## src/rtl/ahb_sram64_slave.sv

```systemverilog
// ---------------------------------------------------------------------------
// ahb_sram64_slave
//
// AHB-Lite responder with a 64-bit data bus in front of a single-port
// synchronous SRAM macro. It sits on the slave side of the IFU/LSU master mux.
//
// It handles byte-lane strobes for 8/16/32/64-bit transfers, the read-after-
// write port conflict, programmable read wait states and the two-cycle ERROR
// response.
//
// Parameters
//   AW_SRAM  SRAM word-address width. Words are 64 bits, so the array holds
//            2^AW_SRAM x 8 bytes. Upper HADDR bits alias onto the array.
//   WAIT     Extra read wait states (0..7) after the SRAM read latency.
//
// Ports
//   HCLK, HRESETn     clock (rising edge) and asynchronous active-low reset
//   HSEL, HADDR, HTRANS, HWRITE, HSIZE, HREADY
//                     address-phase inputs from the decoder and master mux
//   HWDATA            write data, valid in the data phase
//   HREADYOUT, HRDATA, HRESP
//                     data-phase response to the master
//   sram_en, sram_we, sram_addr, sram_wdata
//                     SRAM command. sram_we bit i enables byte i.
//   sram_rdata        SRAM read data. It is valid the cycle after a read
//                     enable and is held until the next enable.
// ---------------------------------------------------------------------------
module ahb_sram64_slave #(
  parameter int AW_SRAM = 12,
  parameter int WAIT    = 0
) (
  input  logic               HCLK,
  input  logic               HRESETn,
  input  logic               HSEL,
  input  logic [31:0]        HADDR,
  input  logic [1:0]         HTRANS,
  input  logic               HWRITE,
  input  logic [2:0]         HSIZE,
  input  logic [63:0]        HWDATA,
  input  logic               HREADY,
  output logic               HREADYOUT,
  output logic [63:0]        HRDATA,
  output logic               HRESP,
  output logic               sram_en,
  output logic [7:0]         sram_we,
  output logic [AW_SRAM-1:0] sram_addr,
  output logic [63:0]        sram_wdata,
  input  logic [63:0]        sram_rdata
);

  localparam logic [2:0] WAIT_LD = 3'(WAIT);

  typedef enum logic [2:0] {
    S_IDLE,
    S_WR,
    S_RD,
    S_RDPEND,
    S_ERR1,
    S_ERR2
  } state_e;

  state_e             state_q, state_d;
  logic [AW_SRAM-1:0] addr_q, addr_d;
  logic [7:0]         mask_q, mask_d;
  logic [2:0]         cnt_q, cnt_d;

  // -------------------------------------------------------------------------
  // Address-phase decode
  // -------------------------------------------------------------------------
  logic               accept;
  logic [AW_SRAM-1:0] haddr_word;
  logic [7:0]         lane_base;
  logic [7:0]         lane_mask;
  logic               bad_xfer;
  logic               req_wr;
  logic               req_rd;
  logic               req_err;
  logic               slave_ready;
  logic               rd_done;

  assign accept     = HSEL & HTRANS[1] & HREADY;
  assign haddr_word = HADDR[AW_SRAM+2:3];

  // NOTE: every signal assigned in an always_comb gets a default on entry.
  // A path that leaves one unassigned would otherwise infer a latch.
  always_comb begin
    lane_base = 8'h00;
    bad_xfer  = 1'b1;
    unique case (HSIZE)
      3'd0: begin lane_base = 8'h01; bad_xfer = 1'b0;           end
      3'd1: begin lane_base = 8'h03; bad_xfer = HADDR[0];       end
      3'd2: begin lane_base = 8'h0F; bad_xfer = |HADDR[1:0];    end
      3'd3: begin lane_base = 8'hFF; bad_xfer = |HADDR[2:0];    end
      default: begin lane_base = 8'h00; bad_xfer = 1'b1;        end
    endcase
  end

  // An aligned transfer never shifts lanes past bit 7, so truncation is safe.
  assign lane_mask = lane_base << HADDR[2:0];

  assign req_err = accept &  bad_xfer;
  assign req_wr  = accept & ~bad_xfer &  HWRITE;
  assign req_rd  = accept & ~bad_xfer & ~HWRITE;

  // A read is complete once its wait counter has drained.
  assign rd_done = (state_q == S_RD) && (cnt_q == 3'd0);

  // The slave can take a new address phase only while its own data phase is
  // completing. The bus-wide HREADY normally guarantees this, but the state
  // is kept safe even if it does not.
  assign slave_ready = (state_q == S_IDLE) || (state_q == S_WR) ||
                       (state_q == S_ERR2) || rd_done;

  // -------------------------------------------------------------------------
  // State register
  // -------------------------------------------------------------------------
  // NOTE: sequential state uses non-blocking assignments only. Every register
  // then samples its pre-edge value regardless of block ordering.
  always_ff @(posedge HCLK or negedge HRESETn) begin
    if (!HRESETn) begin
      state_q <= S_IDLE;
      addr_q  <= '0;
      mask_q  <= '0;
      cnt_q   <= '0;
    end else begin
      state_q <= state_d;
      addr_q  <= addr_d;
      mask_q  <= mask_d;
      cnt_q   <= cnt_d;
    end
  end

  // -------------------------------------------------------------------------
  // Next-state logic
  // -------------------------------------------------------------------------
  always_comb begin
    state_d = state_q;
    addr_d  = addr_q;
    mask_d  = mask_q;
    cnt_d   = cnt_q;

    if (slave_ready && accept) begin
      addr_d = haddr_word;
      mask_d = lane_mask;
    end

    unique case (state_q)
      S_IDLE, S_ERR2: begin
        if (req_err)     state_d = S_ERR1;
        else if (req_wr) state_d = S_WR;
        else if (req_rd) begin
          state_d = S_RD;
          cnt_d   = WAIT_LD;
        end else         state_d = S_IDLE;
      end

      S_WR: begin
        // The SRAM port is busy with this write, so a new read is deferred.
        if (req_err)     state_d = S_ERR1;
        else if (req_wr) state_d = S_WR;
        else if (req_rd) state_d = S_RDPEND;
        else             state_d = S_IDLE;
      end

      S_RDPEND: begin
        state_d = S_RD;
        cnt_d   = WAIT_LD;
      end

      S_RD: begin
        if (cnt_q != 3'd0) begin
          cnt_d = cnt_q - 3'd1;
        end else if (req_err) begin
          state_d = S_ERR1;
        end else if (req_wr) begin
          state_d = S_WR;
        end else if (req_rd) begin
          state_d = S_RD;
          cnt_d   = WAIT_LD;
        end else begin
          state_d = S_IDLE;
        end
      end

      S_ERR1:  state_d = S_ERR2;

      default: state_d = S_IDLE;
    endcase
  end

  // -------------------------------------------------------------------------
  // Outputs
  // -------------------------------------------------------------------------
  logic       en_raw;
  logic [7:0] we_raw;

  always_comb begin
    HREADYOUT = 1'b1;
    HRESP     = 1'b0;
    HRDATA    = '0;
    en_raw    = 1'b0;
    we_raw    = '0;
    sram_addr = addr_q;

    unique case (state_q)
      S_IDLE, S_ERR2: begin
        HRESP = (state_q == S_ERR2);
        // A read with the port free is issued in its own address phase.
        if (req_rd) begin
          en_raw    = 1'b1;
          sram_addr = haddr_word;
        end
      end

      S_WR: begin
        en_raw = 1'b1;
        we_raw = mask_q;
      end

      S_RDPEND: begin
        HREADYOUT = 1'b0;
        en_raw    = 1'b1;
      end

      S_RD: begin
        if (cnt_q != 3'd0) begin
          HREADYOUT = 1'b0;
        end else begin
          HRDATA = sram_rdata;
          if (req_rd) begin
            en_raw    = 1'b1;
            sram_addr = haddr_word;
          end
        end
      end

      S_ERR1: begin
        HREADYOUT = 1'b0;
        HRESP     = 1'b1;
      end

      default: begin
        HREADYOUT = 1'b1;
      end
    endcase
  end

  // Reset gating on the SRAM strobes covers the combinational address-phase
  // issue path. The macro therefore sees no access while HRESETn is low.
  assign sram_en    = en_raw & HRESETn;
  assign sram_we    = we_raw & {8{HRESETn}};
  assign sram_wdata = HWDATA;

  // The upper address bits alias the array, and HTRANS[0] only tells SEQ
  // from NONSEQ. Neither changes this slave's behaviour.
  logic unused_ok;
  assign unused_ok = ^{HADDR[31:AW_SRAM+3], HTRANS[0]};

endmodule

```

## config.mk

```make
export PLATFORM = sky130hd
export DESIGN_NAME = ahb_sram64_slave
export DESIGN_NICKNAME = d
export VERILOG_FILES = /design/src/rtl/ahb_sram64_slave.sv
export SDC_FILE = /design/constraint.sdc
export NUM_CORES = 1
export LEC_CHECK = 0
export ABC_AREA = 1
export CAP_MARGIN = 0
export CORE_AREA = 2 2 125 127
export CTS_CLUSTER_SIZE = 14
export DETAILED_ROUTE_END_ITERATION = 12
export DIE_AREA = 0 0 127 129
export GPL_ROUTABILITY_DRIVEN = 0
export GPL_TIMING_DRIVEN = 1
export PLACE_DENSITY_LB_ADDON = 0.25
export SETUP_SLACK_MARGIN = 0.1
export SYNTH_ARGS = -nofsm -noshare
export SYNTH_HDL_FRONTEND = slang
export SYNTH_SLANG_ARGS = --single-unit
```

## constraint.sdc

```tcl
create_clock -name HCLK -period 3.4 [get_ports HCLK]
set_input_delay 0.34 -clock HCLK [delete_from_list [all_inputs] [get_ports HCLK]]
set_output_delay 0.34 -clock HCLK [all_outputs]
set_load 0.05 [all_outputs]
```

### Word level (Yosys, flattened, before mapping)

Cells that the tools add are included.

| storage, ports and cells | value |
|---|---|
| input bits | 170 |
| ROM bits | 0 |
| latch bits | 0 |
| output and inout bits | 151 |
| RAM bits | 0 |
| register bits after elaboration | 26 |
| memories | 0 |

| operators by class | value |
|---|---|
| multipliers | 0 |
| shift operators | 1 |
| magnitude comparators | 0 |
| muxes and demuxes | 27 |
| equal/unequal tests | 9 |
| reductions and logical operators | 15 |
| add/subtract/negate cells | 1 |
| bitwise operators | 10 |
| divide/modulo/power cells | 0 |

Operators with widths:

| kind | count |
|---|---|
| $mux 64 | 2 |
| $pmux 8 s4 | 1 |
| $mux 12 | 2 |
| $mux 3 | 8 |
| $pmux 12 s2 | 1 |
| $pmux 3 s5 | 1 |
| $eq 3x2->1 const B | 4 |
| $logic_not 3->1 | 3 |
| $pmux 3 s3 | 1 |
| $and 8x8->8 | 1 |
| $mux 8 | 1 |
| $reduce_or 2->1 | 4 |
| $shl 8x3->8 | 1 |
| $and 1x1->1 | 7 |
| $eq 3x1->1 const B | 2 |
| $eq 3x3->1 const B | 2 |
| $mux 2 | 3 |
| $reduce_bool 3->1 | 2 |
| $pmux 1 s2 | 2 |
| $pmux 1 s4 | 1 |
| $logic_or 1x1->1 | 3 |
| $mux 1 | 3 |
| $pmux 1 s3 | 1 |
| $reduce_or 3->1 | 1 |
| 4 further kinds | 6 |

### Logic depth before layout (Yosys ltp)

| depth | value |
|---|---|
| depth after elaboration | 10 |
| depth in mapped cells | 11 |
| mapped depth without buffers | 10 |

### Worst setup path after synthesis

No wires, ideal clock.

| timing path | value |
|---|---|
| path type | register to output |
| start | reg cnt_q[0] |
| end | out sram_en |
| data required time | 3.060 ns |
| arrival | 1.921 ns |
| cell stages (with the launch flop) | 9 |
| path slack | 1.139 ns |
| cells stage by stage | dfrtp_1 inv_1 ha_1 inv_1 nor2_4 nand3_4 nand2_1 nand4_1 a21boi_1 |

| on the way | value |
|---|---|
| longest elaborated chain between the ends | 4 |

Ends and longest elaborated chain:

| element | RTL line | source |
|---|---|---|
| from (decl) | 65 | `logic [2:0] cnt_q, cnt_d;` |
| from (signal assigned) | 129 | `cnt_q <= cnt_d;` |
| $reduce_bool 3->1 | 226 | `if (cnt_q != 3'd0) begin` |
| $mux 1 | 226 |  |
| $pmux 1 s3 | 205 | `unique case (state_q)` |
| $and 1x1->1 | 250 | `assign sram_en = en_raw & HRESETn;` |
| to (decl) | 44 | `output logic sram_en,` |

No other way between the ends.

### Final worst setup path

| timing path | value |
|---|---|
| start | reg state_q[1] |
| end | out HRDATA[45] |

| on the way | value |
|---|---|
| longest elaborated chain between the ends | 2 |

Ends and longest elaborated chain:

| element | RTL line | source |
|---|---|---|
| from (decl) | 62 | `state_e state_q, state_d;` |
| from (signal assigned) | 126 | `state_q <= state_d;` |
| $eq 3x2->1 | 205 |  |
| $mux 64 | 205 |  |
| to (decl) | 42 | `output logic [63:0] HRDATA,` |

No other way between the ends.

==> impl_metrics.env <==
export IMPL_antenna_cells=0
export IMPL_cap_viol_max_count=0
export IMPL_port_buffers=174
export IMPL_r2r_start="cnt_q[0]"
export IMPL_grt_max_degree=61
export IMPL_crit_buf_inv=3
export IMPL_synth_nets=643
export IMPL_grt_ovfl_total=0
export IMPL_whs_ns=0.465
export IMPL_hold_viol_final=0
export IMPL_root_buffer="clkbuf_16"
export IMPL_worst_slack_ns=0.527
export IMPL_die_x_um=127
export IMPL_power_per_cell_area_nw_per_um2=580
export IMPL_antenna_left=0
export IMPL_drt_drc_violations_left=0
export IMPL_tritoncts="done"
export IMPL_postCtsSetupBuffers=0
export IMPL_initial_core_util_pct=18.4
export IMPL_internal_power_mw=1.25
export IMPL_clkSinkCount=26
export IMPL_critPathLaunch="state_q[1]"
export IMPL_grt_pass1_wl_um=14600
export IMPL_cts_made_buffers=3
export IMPL_tightest_slew_ns=0.620
export IMPL_h_tree_depth=1
export IMPL_p_sw_mw=1.32
export IMPL_rows=45
export IMPL_tns_ns=0
export IMPL_synth_cell_type_count=27
export IMPL_num_nets_final=745
export IMPL_path_clk_slew_ns=0.07
export IMPL_die_area_sq_um=16400
export IMPL_first_pass_iters=4
export IMPL_pre_cts_ws_ns=0.761
export IMPL_crit_path_start_kind="register"
export IMPL_worstPathRequired_ns=3.06
export IMPL_coreArea_sq_um=15000
export IMPL_grt_usage_pct=11.0
export IMPL_num_vias=3142
export IMPL_rsz0062_at_grt="false"
export IMPL_grt_pass1_vias=3032
export IMPL_relSlewSlack_pct=58.5
export IMPL_routed_wirelength_um=9660
export IMPL_clock_latency_ns=0.26
export IMPL_reg2regPathDepth=10
export IMPL_end_kind="output pin"
export IMPL_cp_top_family="buffers and inverters"
export IMPL_instances_no_fill=760
export IMPL_period_needed_ns=2.87
export IMPL_clockBufferDepth=2
export IMPL_syn_area_sq_um=2760
export IMPL_slew_viol_final=0
export IMPL_dp_hpwl_um=7860
export IMPL_p_comb_share_pct=67.1
export IMPL_ir_drop_mv=0.268
export IMPL_yosys_warnings=0
export IMPL_crit_arrival_ns=2.53
export IMPL_status="complete, no violations"
export IMPL_place_inst=756
export IMPL_max_freq_mhz=348
export IMPL_setup_violations=0
export IMPL_synthCells=471
export IMPL_wl_per_cell_um=12.7
export IMPL_synth_seq_cells=26
export IMPL_cp_slowest_stage_delay_ns=0.81
export IMPL_antenna_found_initial=0
export IMPL_fin_skew_ns=0.00336
export IMPL_hold_class="input pin to asynchronous set/reset pin"
export IMPL_nFillCells=1637
export IMPL_path_depth=6
export IMPL_final_cell_mix="clkdlybuf4s50_1 (146), nand2_1 (139), nor2_1 (86)"
export IMPL_path_class="register to output pin"
export IMPL_drive_above_1_share_pct=9.09
export IMPL_final_common_cell="clkdlybuf4s50_1"
export IMPL_period_share_pct=84.5
export IMPL_crit_slowest_cell="clkdlybuf4s50_1"
export IMPL_postCtsResizedCells=0
export IMPL_ioPinCount=321
export IMPL_die_y_um=129
export IMPL_p_leak_nw=2.01
export IMPL_cts_hold_buf=0
export IMPL_critical_path_cell_chain="inv_2, nor2_4, nand2_2, buf_12, nor2_1, clkdlybuf4s50_1"
export IMPL_finalPower_mw=2.57
export IMPL_viasPerCell=4.13
export IMPL_critical_path_max_fanout=37
export IMPL_p_clk_share_pct=13.4
export IMPL_syn_avg_cell_area_sq_um=5.86
export IMPL_drt_initial_drc_count=117
export IMPL_pwr_share_seq_pct=19.5
export IMPL_area_growth_syn_to_layout_pct=60.6
export IMPL_swShare_pct=51.2
export IMPL_ys_seq_area_share_pct=23.6
[power groups by stage]
| stage | combinational, mW | clock, mW | sequential (mW) |
|---|---|---|---|
| after global routing | 1.89 | 0.368 | 0.516 |
| after detailed placement | 1.74 | 0 | 0.507 |
| after global placement | 1.73 | 0 | 0.503 |
| final | 1.73 | 0.343 | 0.502 |
| after CTS | 1.75 | 0.354 | 0.502 |
| after floorplan | 1.36 | 0 | 0.491 |
[final timing paths]
path | to | slack, ns
hold / removal | mask_q[0] | 0.47
hold reg to reg | addr_q[1] | 0.49
max in group asynchronous | addr_q[0] | 2.28
min in group HCLK | addr_q[1] | 0.49
setup / recovery | HRDATA[45] | 0.53
setup reg to reg | mask_q[3] | 1.55
[area by class of cell]
cell class / instances / area (sq um) / share of cell area, %
Sequential cell: 26 / 651 / 14.7
Clock buffer: 3 / 75.1 / 1.69
Clock inverter: 1 / 30.0 / 0.678
Inverter: 51 / 193 / 4.35
Timing Repair Buffer: 181 / 1900 / 42.9
Multi-Input combinational cell: 310 / 1350 / 30.4
Tap cell: 188 / 235 / 5.31
[cell usage after synthesis]
cell type / n / area (sq um)
nor2_2: 1 / 6.26
nand3_1: 23 / 115
nand3_4: 1 / 17.5
o21a_1: 1 / 7.51
nand2_1: 140 / 526
nand2_2: 1 / 6.26
xor2_1: 1 / 8.76
nor2_1: 86 / 323
dfrtp_1: 26 / 651
o22ai_1: 1 / 6.26
or2_0: 1 / 6.26
clkinv_2: 1 / 5.00
nand4_1: 14 / 87.6
a21oi_1: 9 / 45.0
o21ai_0: 4 / 20.0
nor2_4: 2 / 22.5
clkbuf_1: 14 / 52.6
a21boi_1: 1 / 7.51
inv_1: 45 / 169
buf_6: 1 / 11.3
nor3_1: 2 / 10.0
buf_4: 64 / 480
nand2_4: 1 / 11.3
o21ai_1: 19 / 95.1
buf_2: 5 / 25.0
ha_1: 2 / 25.0
inv_2: 5 / 18.8
[per-layer routing]
| layer | routed length, um | up-vias | track usage (%) |
|---|---|---|---|
| li1 | - | 1583 | - |
| met1 | 3780 | 1376 | 12.4 |
| met2 | 4850 | 173 | 19.8 |
| met3 | 857 | 10 | 3.41 |
| met4 | 163 | 0 | 3.43 |
| met5 | 0 | - | 0 |
[registers in the layout, summed over array words and instances, names as in the netlist]
name	flops
state_q	3
cnt_q	3
mask_q	8
addr_q	12
[per-stage QoR]
stage	cell area, sq um	utilization (%)
after global placement	4330	28.9
final	4430	29.6
after global routing	4430	29.6
after detailed placement	4330	28.9
after floorplan	2760	-
after CTS	4430	29.6
[worst register-to-register path, stage by stage (launching register included)]
cell and delay [ns]:
dfrtp_1 0.35, inv_1 0.07, ha_1 0.19, inv_1 0.09, nor2_4 0.06, nand3_4 0.13
nand2_2 0.11, nand2_4 0.25, clkinv_2 0.26, nand3_1 0.14, o21ai_1 0.07
[cell families after synthesis]
group	Yosys count	share of synthesized area, %
flip-flops	26	23.6
XOR/XNOR	1	0.318
adder cells (fa/ha/maj)	2	0.907
AO/OA/AOI/OAI	35	6.58
buffers and inverters	135	27.6
AND/OR/NAND/NOR	272	41.0
Note: power is estimated with default switching activity, not from simulation.
